## src/rtl/seq_detector_param.sv

```systemverilog
// seq_detector_param: runtime-programmable serial bit-pattern detector.
// Patterns of 1..MAX_LEN bits, overlapping or non-overlapping matching,
// registered one-cycle match pulse and a saturating match counter.
// Optional build macro SEQ_DET_WILDCARD_EN adds a per-bit care_mask input
// that is latched with the configuration; masked-out positions always match.
//
// state | meaning
// UNCFG | no valid configuration held, serial input ignored
// RUN   | configuration held, detecting on every in_valid cycle

module seq_detector_param #(
  parameter int MAX_LEN = 8,
  parameter int LEN_W   = 4,
  parameter int CNT_W   = 8
) (
  input  logic               clk,
  input  logic               reset,
  input  logic               x,
  input  logic               in_valid,
  input  logic               cfg_load,
  input  logic [MAX_LEN-1:0] pattern,
  input  logic [LEN_W-1:0]   pat_len,
  input  logic               overlap,
`ifdef SEQ_DET_WILDCARD_EN
  input  logic [MAX_LEN-1:0] care_mask,
`endif
  input  logic               clr_count,
  output logic               y,
  output logic [CNT_W-1:0]   match_count,
  output logic               cfg_err,
  output logic               armed
);

  typedef enum logic {UNCFG = 1'b0, RUN = 1'b1} state_t;

  localparam logic [LEN_W-1:0] MAX_LEN_L = LEN_W'(MAX_LEN);
  localparam logic [CNT_W-1:0] CNT_MAX   = '1;

  state_t             state_q, state_d;
  logic [MAX_LEN-1:0] pat_q, pat_d;
  logic [LEN_W-1:0]   len_q, len_d;
  logic               ovl_q, ovl_d;
  logic [MAX_LEN-1:0] hist_q, hist_d;
  logic [LEN_W-1:0]   fill_q, fill_d;
  logic               y_q, y_d;
  logic [CNT_W-1:0]   cnt_q, cnt_d;
  logic               err_q, err_d;
`ifdef SEQ_DET_WILDCARD_EN
  logic [MAX_LEN-1:0] mask_q, mask_d;
`endif

  logic [MAX_LEN-1:0] hist_nx;
  logic [LEN_W-1:0]   fill_inc;
  logic [MAX_LEN-1:0] len_mask;
  logic [MAX_LEN-1:0] cmp_mask;
  logic               load_legal;
  logic               shift_en;
  logic               match;

  // Candidate history/fill for a valid bit and the set of compared positions
  always_comb begin
    hist_nx  = {hist_q[MAX_LEN-2:0], x};
    fill_inc = (fill_q == MAX_LEN_L) ? fill_q : fill_q + 1'b1;
    len_mask = '0;
    for (int i = 0; i < MAX_LEN; i++) begin
      len_mask[i] = (i < int'(len_q));
    end
`ifdef SEQ_DET_WILDCARD_EN
    cmp_mask = len_mask & mask_q;
`else
    cmp_mask = len_mask;
`endif
    load_legal = (pat_len != '0) && (pat_len <= MAX_LEN_L);
    // A load in the same cycle as a valid bit wins; the bit is dropped.
    shift_en   = (state_q == RUN) && in_valid && !cfg_load;
    match      = shift_en && (fill_inc >= len_q) &&
                 (((hist_nx ^ pat_q) & cmp_mask) == '0);
  end

  // Next-state, configuration, history and counter update
  always_comb begin
    state_d = state_q;
    pat_d   = pat_q;
    len_d   = len_q;
    ovl_d   = ovl_q;
    hist_d  = hist_q;
    fill_d  = fill_q;
    y_d     = 1'b0;
    err_d   = 1'b0;
    cnt_d   = cnt_q;
`ifdef SEQ_DET_WILDCARD_EN
    mask_d  = mask_q;
`endif

    if (cfg_load) begin
      if (load_legal) begin
        state_d = RUN;
        pat_d   = pattern;
        len_d   = pat_len;
        ovl_d   = overlap;
        hist_d  = '0;
        fill_d  = '0;
`ifdef SEQ_DET_WILDCARD_EN
        mask_d  = care_mask;
`endif
      end else begin
        err_d = 1'b1;
      end
    end else if (shift_en) begin
      hist_d = hist_nx;
      fill_d = (match && !ovl_q) ? '0 : fill_inc;
      y_d    = match;
    end

    // Clear takes priority over a coincident match; the pulse still fires.
    if (clr_count) begin
      cnt_d = '0;
    end else if (match && (cnt_q != CNT_MAX)) begin
      cnt_d = cnt_q + 1'b1;
    end
  end

  // State and datapath registers, asynchronously reset
  always_ff @(posedge clk or posedge reset) begin
    if (reset) begin
      state_q <= UNCFG;
      pat_q   <= '0;
      len_q   <= '0;
      ovl_q   <= 1'b0;
      hist_q  <= '0;
      fill_q  <= '0;
      y_q     <= 1'b0;
      err_q   <= 1'b0;
      cnt_q   <= '0;
`ifdef SEQ_DET_WILDCARD_EN
      mask_q  <= '0;
`endif
    end else begin
      state_q <= state_d;
      pat_q   <= pat_d;
      len_q   <= len_d;
      ovl_q   <= ovl_d;
      hist_q  <= hist_d;
      fill_q  <= fill_d;
      y_q     <= y_d;
      err_q   <= err_d;
      cnt_q   <= cnt_d;
`ifdef SEQ_DET_WILDCARD_EN
      mask_q  <= mask_d;
`endif
    end
  end

  assign y           = y_q;
  assign match_count = cnt_q;
  assign cfg_err     = err_q;
  assign armed       = (state_q == RUN);

endmodule

```

## config.mk

```make
export PLATFORM = sky130hd
export DESIGN_NAME = seq_detector_param
export DESIGN_NICKNAME = d
export VERILOG_FILES = /design/src/rtl/seq_detector_param.sv
export SDC_FILE = /design/constraint.sdc
export NUM_CORES = 1
export LEC_CHECK = 0
export CAP_MARGIN = 20
export CORE_MARGIN = 10
export CORE_UTILIZATION = 57
export CTS_BUF_LIST = sky130_fd_sc_hd__clkbuf_16
export CTS_CLUSTER_SIZE = 10
export DETAILED_ROUTE_END_ITERATION = 8
export MAX_ROUTING_LAYER = met4
export PLACE_DENSITY = 0.84
export SYNTH_ARGS = -nofsm -noshare
export SYNTH_HDL_FRONTEND = slang
export SYNTH_SLANG_ARGS = --single-unit
```

## constraint.sdc

```tcl
create_clock -name clk -period 4.3 [get_ports clk]
set_clock_uncertainty 0.2 [all_clocks]
set_input_delay 0.645 -clock clk [delete_from_list [all_inputs] [get_ports clk]]
set_output_delay 0.645 -clock clk [all_outputs]
set_load 0.03 [all_outputs]
```

==> results of run 1 <==
## metrics by stage
step	instances	power [uW]	utilization	setup slack, ns
final	249	942	0.749	1.39
after global routing	249	984	0.749	1.24
after CTS	249	948	0.749	1.40
after detailed placement	242	613	0.705	1.31
after global placement	242	600	0.705	1.45
after floorplan	174	555	-	1.51
## placed cells by master (no fill, tap or decap), drive strengths merged
cell	n
xor2	3
mux2i	1
o21a	1
nand2	18
a31oi	2
nand2b	3
o21ai	6
o32ai	1
and4	1
a2111oi	1
nor2b	1
nand3	14
ha	7
clkdlybuf4s50	29
mux2	12
and3b	1
nand3b	1
inv	10
and2	1
a22o	4
o31ai	1
dfrtp	35
xnor2	9
a21oi	10
nand4b	1
a311o	1
o22ai	1
nor2	6
a211o	1
a22oi	1
or3	4
and4b	1
nor3	4
and3	5
buf	1
clkinv	2
clkbuf	5
## synthesized netlist by cell type, types with 2 or more instances
master / n / area, sq um
sky130_fd_sc_hd__nor3_1: 3 / 15.0
sky130_fd_sc_hd__mux2_2: 10 / 113
sky130_fd_sc_hd__or3_1: 4 / 25.0
sky130_fd_sc_hd__mux2_1: 2 / 22.5
sky130_fd_sc_hd__nand2_1: 18 / 67.6
sky130_fd_sc_hd__buf_2: 4 / 20.0
sky130_fd_sc_hd__o21ai_0: 2 / 10.0
sky130_fd_sc_hd__nand2b_1: 3 / 18.8
sky130_fd_sc_hd__inv_1: 10 / 37.5
sky130_fd_sc_hd__a31oi_1: 2 / 12.5
sky130_fd_sc_hd__and3_1: 4 / 25.0
sky130_fd_sc_hd__ha_1: 7 / 87.6
sky130_fd_sc_hd__nand3_1: 13 / 65.1
sky130_fd_sc_hd__dfrtp_1: 35 / 876
sky130_fd_sc_hd__o21ai_1: 4 / 20.0
sky130_fd_sc_hd__xnor2_1: 9 / 78.8
sky130_fd_sc_hd__xor2_1: 2 / 17.5
sky130_fd_sc_hd__a22o_1: 4 / 35.0
sky130_fd_sc_hd__a21oi_1: 10 / 50.1
sky130_fd_sc_hd__nor2_1: 5 / 18.8
## flip-flops by register name, indices dropped and copies added, names as in the netlist
register	cells
hist_q	7
armed	1
len_q	4
ovl_q	1
match_count	8
fill_q	4
y	1
pat_q	8
cfg_err	1
## power breakdown
| part | switching (uW) | total, uW | leakage (uW) | internal [uW] |
|---|---|---|---|---|
| sequential | 36.2 | 400 | 0.000451 | 364 |
| clock | 125 | 333 | 0.0000671 | 208 |
| combinational | 101 | 209 | 0.000489 | 108 |
| total | 263 | 942 | 0.00101 | 679 |
## kinds of logic (layout without fill, tap and decap cells)
kind of cell | count (synthesis) | in the layout
fa+ha+maj | 7 | 7
compound gates | 30 | 30
simple gates | 61 | 61
buf+inv | 16 | 47
mux | 13 | 13
flops | 35 | 35
xor+xnor | 12 | 12
## final timing paths
check	startpoint	endpoint
min in group asynchronous	reset	pat_q[7]
max in group asynchronous	reset	hist_q[3]
worst max-delay path	fill_q[0]	match_count[4]
worst max register to register	fill_q[0]	match_count[4]
worst min-delay path	ovl_q	ovl_q
worst min register to register	ovl_q	ovl_q
## cell type report
| cell class | count | area [sq um] | area share |
|---|---|---|---|
| clock buffers | 5 | 125 | 0.0543 |
| well taps | 44 | 55.1 | 0.0239 |
| inverters | 10 | 37.5 | 0.0163 |
| flip-flops and latches | 35 | 876 | 0.380 |
| clock inverters | 2 | 8.76 | 0.00380 |
| repair buffers | 30 | 298 | 0.129 |
| multi-input cells | 123 | 905 | 0.393 |
## metal layers
layer,track usage,share of wire,vias to the layer above
li1,-,-,672
met1,0.153,0.43,683
met2,0.237,0.52,20
met3,0.0548,0.035,7
met4,0.0493,0.015,0
met5,-,0,-
==> impl_results.rst, run 1 <==
.. list-table::
   :header-rows: 1

   * - Metric
     - Value
   * - Pins over their slew limit
     - 0
   * - Latest clock arrival within the worst-skew pair
     - between 0.2 and 0.3 ns
   * - HPWL Detailed
     - around 3000 um
   * - Netlist area before placement
     - 1850 sq um
   * - Instance area at placement
     - ~2200 sq um
   * - Peak fanout along the critical path
     - 5
   * - Cell at the root of the clock tree
     - sky130_fd_sc_hd__clkbuf_16
   * - Buffering stage count on the worst path with inverters included
     - 1
   * - Post-CTS Setup Inserts
     - 0
   * - Grt total ovfl
     - 0
   * - Clock-pin slew on the worst setup and hold paths
     - 0.05 ns
   * - Floorplan row count
     - 20
   * - Buffer levels on the longest clock path
     - 2
   * - Xor/xnor cell area share of the yosys netlist
     - 0.0608
   * - Number of diodes
     - 0
   * - Worst min path class
     - reg -> reg
   * - IR Drop Worst-Case VDD
     - approximately 0.33 mV
   * - Number of storage elements in the synthesis netlist
     - 35
   * - Fraction of the cycle the final worst path needs
     - 0.676
   * - Slowest cell delay on critical path
     - slightly above 0.4 ns
   * - Multiplexer share of the synthesized area
     - 0.0783
   * - Detailed router's first-iteration violation count
     - just over 100
   * - Die H
     - 77.0 um
   * - Router iterations before antenna repair
     - 4
   * - Arrival time at the worst endpoint
     - 2.90 ns
   * - Design Area, Final
     - 2300 sq um
   * - Share of the synthesized area in compound gates (AO/OA/AOI/OAI)
     - 0.120
   * - CTS HTree Levels
     - 2
   * - Synth cell types
     - 43
   * - Number of nets in the layout
     - around 230
   * - Cells after synthesis
     - around 170
   * - Setup TNS
     - 0 ns
   * - Via count of the first global-routing pass
     - 1478
   * - Simple-gate share of the synthesized area
     - 0.182
   * - Leakage component of the power
     - between 0.001 and 0.0015 uW
   * - Number of vias per cell
     - 5.55
   * - Initial antenna violation count
     - 0
   * - First-pass GRT wire length
     - 6620 um
   * - DRC Markers
     - 0
   * - Worst path required time
     - 4.29 ns
   * - Pin slew with the least headroom to its limit
     - 0.826 ns
   * - Unrepaired setup endpoints after global routing
     - no
   * - Largest net degree at the start of global routing
     - 23
   * - RePlAce Congestion
     - between 0.8 and 0.9
   * - Number of enable-type register cells in the synthesized netlist
     - 0
   * - Crit path max-delay family
     - compound AO/OA/AOI/OAI gates
   * - Worst r2r path cells
     - 12
   * - Core outline area
     - 3080 sq um
   * - Total Die Area
     - 5930 sq um
   * - Area Overhead vs Synth
     - 24.4%
   * - Adder and majority cell fraction of the synthesized area
     - 0.0473
   * - Number of fill cells in the layout
     - 229
   * - Final setup viols
     - 0
   * - Effective utilization at floorplan
     - 0.602
   * - Synth warn
     - 0
   * - Maximum clock rate
     - 0.344 GHz
   * - Critical path endpoint category
     - register
   * - Kind of launch point of the worst setup path
     - register
   * - Routed WL per cell
     - 15.8 um
   * - Share of cells above drive strength 1
     - 0.122
   * - Critical path depth
     - 12
   * - Post-CTS Resized
     - 0
   * - Dominant combinational cell family by area after synthesis
     - simple AND/OR/NAND/NOR gates
   * - Port Buffers
     - 29
   * - Category of the most critical setup path
     - reg -> reg
   * - Power density cells
     - 409 nW/um^2
   * - Hold Vio Cnt, Final
     - 0
   * - Tmin final
     - just under 3 ns
   * - TritonCTS buffer count
     - 5
   * - Global Route Usage Sum
     - 0.143
   * - Slew margin rel.
     - 0.448
   * - Total number of vias
     - 1382
   * - Post-synthesis async set-or-reset flop share
     - 1.00
   * - Max_cap viols
     - 0
   * - Dominant register cell in the synthesized netlist
     - sky130_fd_sc_hd__dfrtp_1
   * - TritonCTS clock tree
     - yes
   * - Hold-critical path depth
     - 1
   * - Mapped Avg Cell Area
     - 10.6 sq um
   * - Register area share after synthesis
     - 0.473
   * - Cell at the slowest stage of the critical path
     - sky130_fd_sc_hd__dfrtp_1
   * - Total Wirelength
     - between 3000 and 4000 um
   * - Setup slack of the worst register-to-register path
     - roughly 1.4 ns
   * - Count of hold buffers inserted by post-cts repair
     - 0
   * - Boundary pin count
     - 30
   * - Syn Nets
     - 200
   * - Critical Path Most Common Cell
     - sky130_fd_sc_hd__ha_1
   * - Clock net sink count
     - 35
   * - Status
     - finished, final reports clean
   * - Remaining antenna violation count after routing
     - 0
   * - Cell breakdown of the critical path
     - inv_1 > ha_1 > nand2_1 > nor2_1 > xnor2_1 > ha_1 > nand2b_1 > a2111oi_2 > nor3_2 > and4_1 > a311o_1 > o31ai_1
   * - Die span in x
     - between 70 and 80 um
   * - Hold Worst Slack
     - 0.301 ns
Note: power is estimated with default switching activity, not from simulation.
==> run 2: changes to the inputs <==
Settings changed: CORE_UTILIZATION 57 to 48, PLACE_DENSITY 0.84 to 0.76.
Clock period 4.3 ns to 2.6 ns, I/O delays scaled along.
==> run 2 against run 1 <==
  * Highest routed layer unchanged
  * Worst setup slack worse by 1.4 ns
  * Critical path type unchanged
  * Power up 100%
  * Critical endpoint unchanged
  * Worst hold slack worse by 0.0021 ns
  * Count of clock-buffer cells in the layout unchanged
  * Critical path depth unchanged
==> impl_results.rst, run 2 (synthesized netlist as in run 1, its figures left out) <==
.. list-table::
   :header-rows: 1

   * - Metric
     - Value
   * - Worst min path class
     - in -> async (was reg -> reg)
   * - Max_cap viols
     - 0 (unchanged)
   * - Effective utilization at floorplan
     - 0.502 (was 0.602)
   * - RePlAce Congestion
     - 0.822 (was 0.814)
   * - Clock net sink count
     - 35 (unchanged)
   * - Number of diodes
     - 0 (unchanged)
   * - Share of cells above drive strength 1
     - 0.239 (was 0.122)
   * - Via count of the first global-routing pass
     - 1501 (was 1478)
   * - Total power
     - 1900 uW (was 942 uW)
   * - Grt total ovfl
     - 0 (unchanged)
   * - Pins over their slew limit
     - 0 (unchanged)
   * - Clock-pin slew on the worst setup and hold paths
     - 0.06 ns (was 0.05 ns)
   * - Largest net degree at the start of global routing
     - 36 (was 23)
   * - Tmin final
     - 2.59 ns (was 2.91 ns)
   * - Latest clock arrival within the worst-skew pair
     - 0.28 ns (about the same)
   * - Global Route Usage Sum
     - 0.138 (was 0.143)
   * - Worst path required time
     - 2.58 ns (was 4.29 ns)
   * - Number of fill cells in the layout
     - 284 (was 229)
   * - Uppermost metal layer occupied by signal nets
     - met4 (unchanged)
   * - Peak fanout along the critical path
     - 5 (unchanged)
   * - Arrival time at the worst endpoint
     - 2.57 ns (was 2.90 ns)
   * - Router iterations before antenna repair
     - 4 (unchanged)
   * - Category of the most critical setup path
     - reg -> reg (unchanged)
   * - Detailed router's first-iteration violation count
     - 40 (was 103)
   * - Status
     - finished, final reports clean (unchanged)
   * - Leakage component of the power
     - 0.00112 uW (was 0.00101 uW)
   * - Count of hold buffers inserted by post-cts repair
     - 0 (unchanged)
   * - Slew margin rel.
     - 0.710 (was 0.448)
   * - TritonCTS buffer count
     - 5 (unchanged)
   * - Unrepaired setup endpoints after global routing
     - yes (was no)
   * - Buffer levels on the longest clock path
     - 2 (unchanged)
   * - CTS HTree Levels
     - 2 (unchanged)
   * - Fraction of the cycle the final worst path needs
     - 0.995 (was 0.676)
   * - Floorplan row count
     - 22 (was 20)
   * - Die span in x
     - 82.1 um (was 77.0 um)
   * - Area Overhead vs Synth
     - 37.7% (was 24.4%)
   * - Kind of launch point of the worst setup path
     - register (unchanged)
   * - Boundary pin count
     - 30 (unchanged)
   * - IR Drop Worst-Case VDD
     - 0.542 mV (was 0.329 mV)
   * - Met3 Routed Length
     - 168 um (was 136 um)
   * - Hold Vio Cnt, Final
     - 0 (unchanged)
   * - Number of vias per cell
     - 5.42 (was 5.55)
   * - Final setup viols
     - 0 (unchanged)
   * - Routed WL per cell
     - 15.5 um (was 15.8 um)
   * - Maximum clock rate
     - 0.386 GHz (was 0.344 GHz)
   * - Commonest non-fill, non-tap cells in the layout
     - 35 x sky130_fd_sc_hd__dfrtp_1, 29 x sky130_fd_sc_hd__clkdlybuf4s50_1, 17 x sky130_fd_sc_hd__nand2_1 (was 35 x sky130_fd_sc_hd__dfrtp_1, 29 x sky130_fd_sc_hd__clkdlybuf4s50_1, 18 x sky130_fd_sc_hd__nand2_1)
   * - Die H
     - 82.1 um (was 77.0 um)
   * - Area used by multi-input combinational logic
     - 986 sq um (was 905 sq um)
   * - Setup TNS
     - 0 ns (unchanged)
   * - Port Buffers
     - 29 (unchanged)
   * - Total Die Area
     - 6750 sq um (was 5930 sq um)
   * - Core outline area
     - 3690 sq um (was 3080 sq um)
   * - Met1 routed wirelength after detailed routing
     - 1730 um (was 1690 um)
   * - Total Wirelength
     - 4130 um (was 3930 um)
   * - Setup slack of the worst register-to-register path
     - 0.01 ns (was 1.39 ns)
   * - Cell at the root of the clock tree
     - sky130_fd_sc_hd__clkbuf_16 (unchanged)
   * - Initial antenna violation count
     - 0 (unchanged)
   * - Remaining antenna violation count after routing
     - 0 (unchanged)
   * - First-pass GRT wire length
     - 6910 um (was 6620 um)
   * - Number of nets in the layout
     - 243 (was 231)
   * - Met2 wirelength from detailed routing
     - 2150 um (was 2050 um)
   * - Reg area
     - 876 sq um (unchanged)
   * - Total number of vias
     - 1443 (was 1382)
   * - Critical path endpoint category
     - register (unchanged)
   * - Hold Worst Slack
     - 0.299 ns (was 0.301 ns)
   * - HPWL Detailed
     - 3060 um (was 2950 um)
   * - Power density cells
     - 744 nW/um^2 (was 409 nW/um^2)
   * - Leading cell type in the layout, fill and taps excluded
     - sky130_fd_sc_hd__dfrtp_1 (unchanged)
   * - DRC Markers
     - 0 (unchanged)
   * - TritonCTS clock tree
     - yes (unchanged)
   * - Pin slew with the least headroom to its limit
     - 0.435 ns (was 0.826 ns)
## run 2: changes by cell type in the layout (fill, tap and decap cells not counted), sizes merged
cell	delta
buf	+12
clkinvlp	+1
clkinv	-2
bufinv	+2
## run 2: worst paths after layout
check | startpoint | to | cells past startpoint
setup / recovery | fill_q[0] | match_count[4] | 12
hold / removal | reset | match_count[1] | 3
setup reg to reg | fill_q[0] | match_count[4] | 12
hold reg to reg | pat_q[5] | pat_q[5] | 1
max in group asynchronous | reset | match_count[6] | 3
min in group clk | pat_q[5] | pat_q[5] | 1
## run 2: final cells by class
class / instances / share of cell area
multi-input combinational: 123 / 0.386
sequential: 35 / 0.343
timing repair buffer: 42 / 0.157
clock buffer: 5 / 0.0490
clock inverter: 3 / 0.0265
tap: 48 / 0.0235
inverter: 10 / 0.0147
## run 2: routing by layer
layer	vias up	track usage
met5	-	-
met2	25	0.222
li1	700	-
met4	0	0.0646
met3	7	0.0497
met1	711	0.149
## run 2: worst max-delay path, cell delays in order, from the launching register on
cell	delay, ns
sky130_fd_sc_hd__dfrtp_1	0.41
sky130_fd_sc_hd__inv_2	0.10
sky130_fd_sc_hd__ha_4	0.13
sky130_fd_sc_hd__nand2_4	0.06
sky130_fd_sc_hd__nor2_4	0.10
sky130_fd_sc_hd__xnor2_2	0.13
sky130_fd_sc_hd__ha_1	0.25
sky130_fd_sc_hd__nand2b_4	0.15
sky130_fd_sc_hd__a2111oi_4	0.29
sky130_fd_sc_hd__nor3_2	0.11
sky130_fd_sc_hd__and4_4	0.20
sky130_fd_sc_hd__a311o_1	0.30
sky130_fd_sc_hd__o31ai_1	0.07
## run 2: power breakdown
| part | total [uW] | switching, uW | internal (uW) |
|---|---|---|---|
| logic | 460 | 203 | 257 |
| clock network | 778 | 229 | 549 |
| registers | 661 | 59.2 | 602 |
## run 2: repair_timing
item / 4_1_cts / 5_1_grt
setup endpoints to repair: 10 / 11
resized for setup: 5 / 5
pin swaps: 5 / 3
hold endpoints to repair: 0 / 0
setup buffers: 2 / 1
## run 2: stage by stage
stage	setup WS [ns]	cell area, sq um	instances	utilization
after CTS	0.000731	2520	265	0.684
final	0.0124	2550	266	0.692
after detailed placement	-0.104	2290	255	0.622
after floorplan	-0.0294	1890	174	-
after global routing	-0.145	2550	266	0.692
after global placement	0.00290	2290	255	0.622
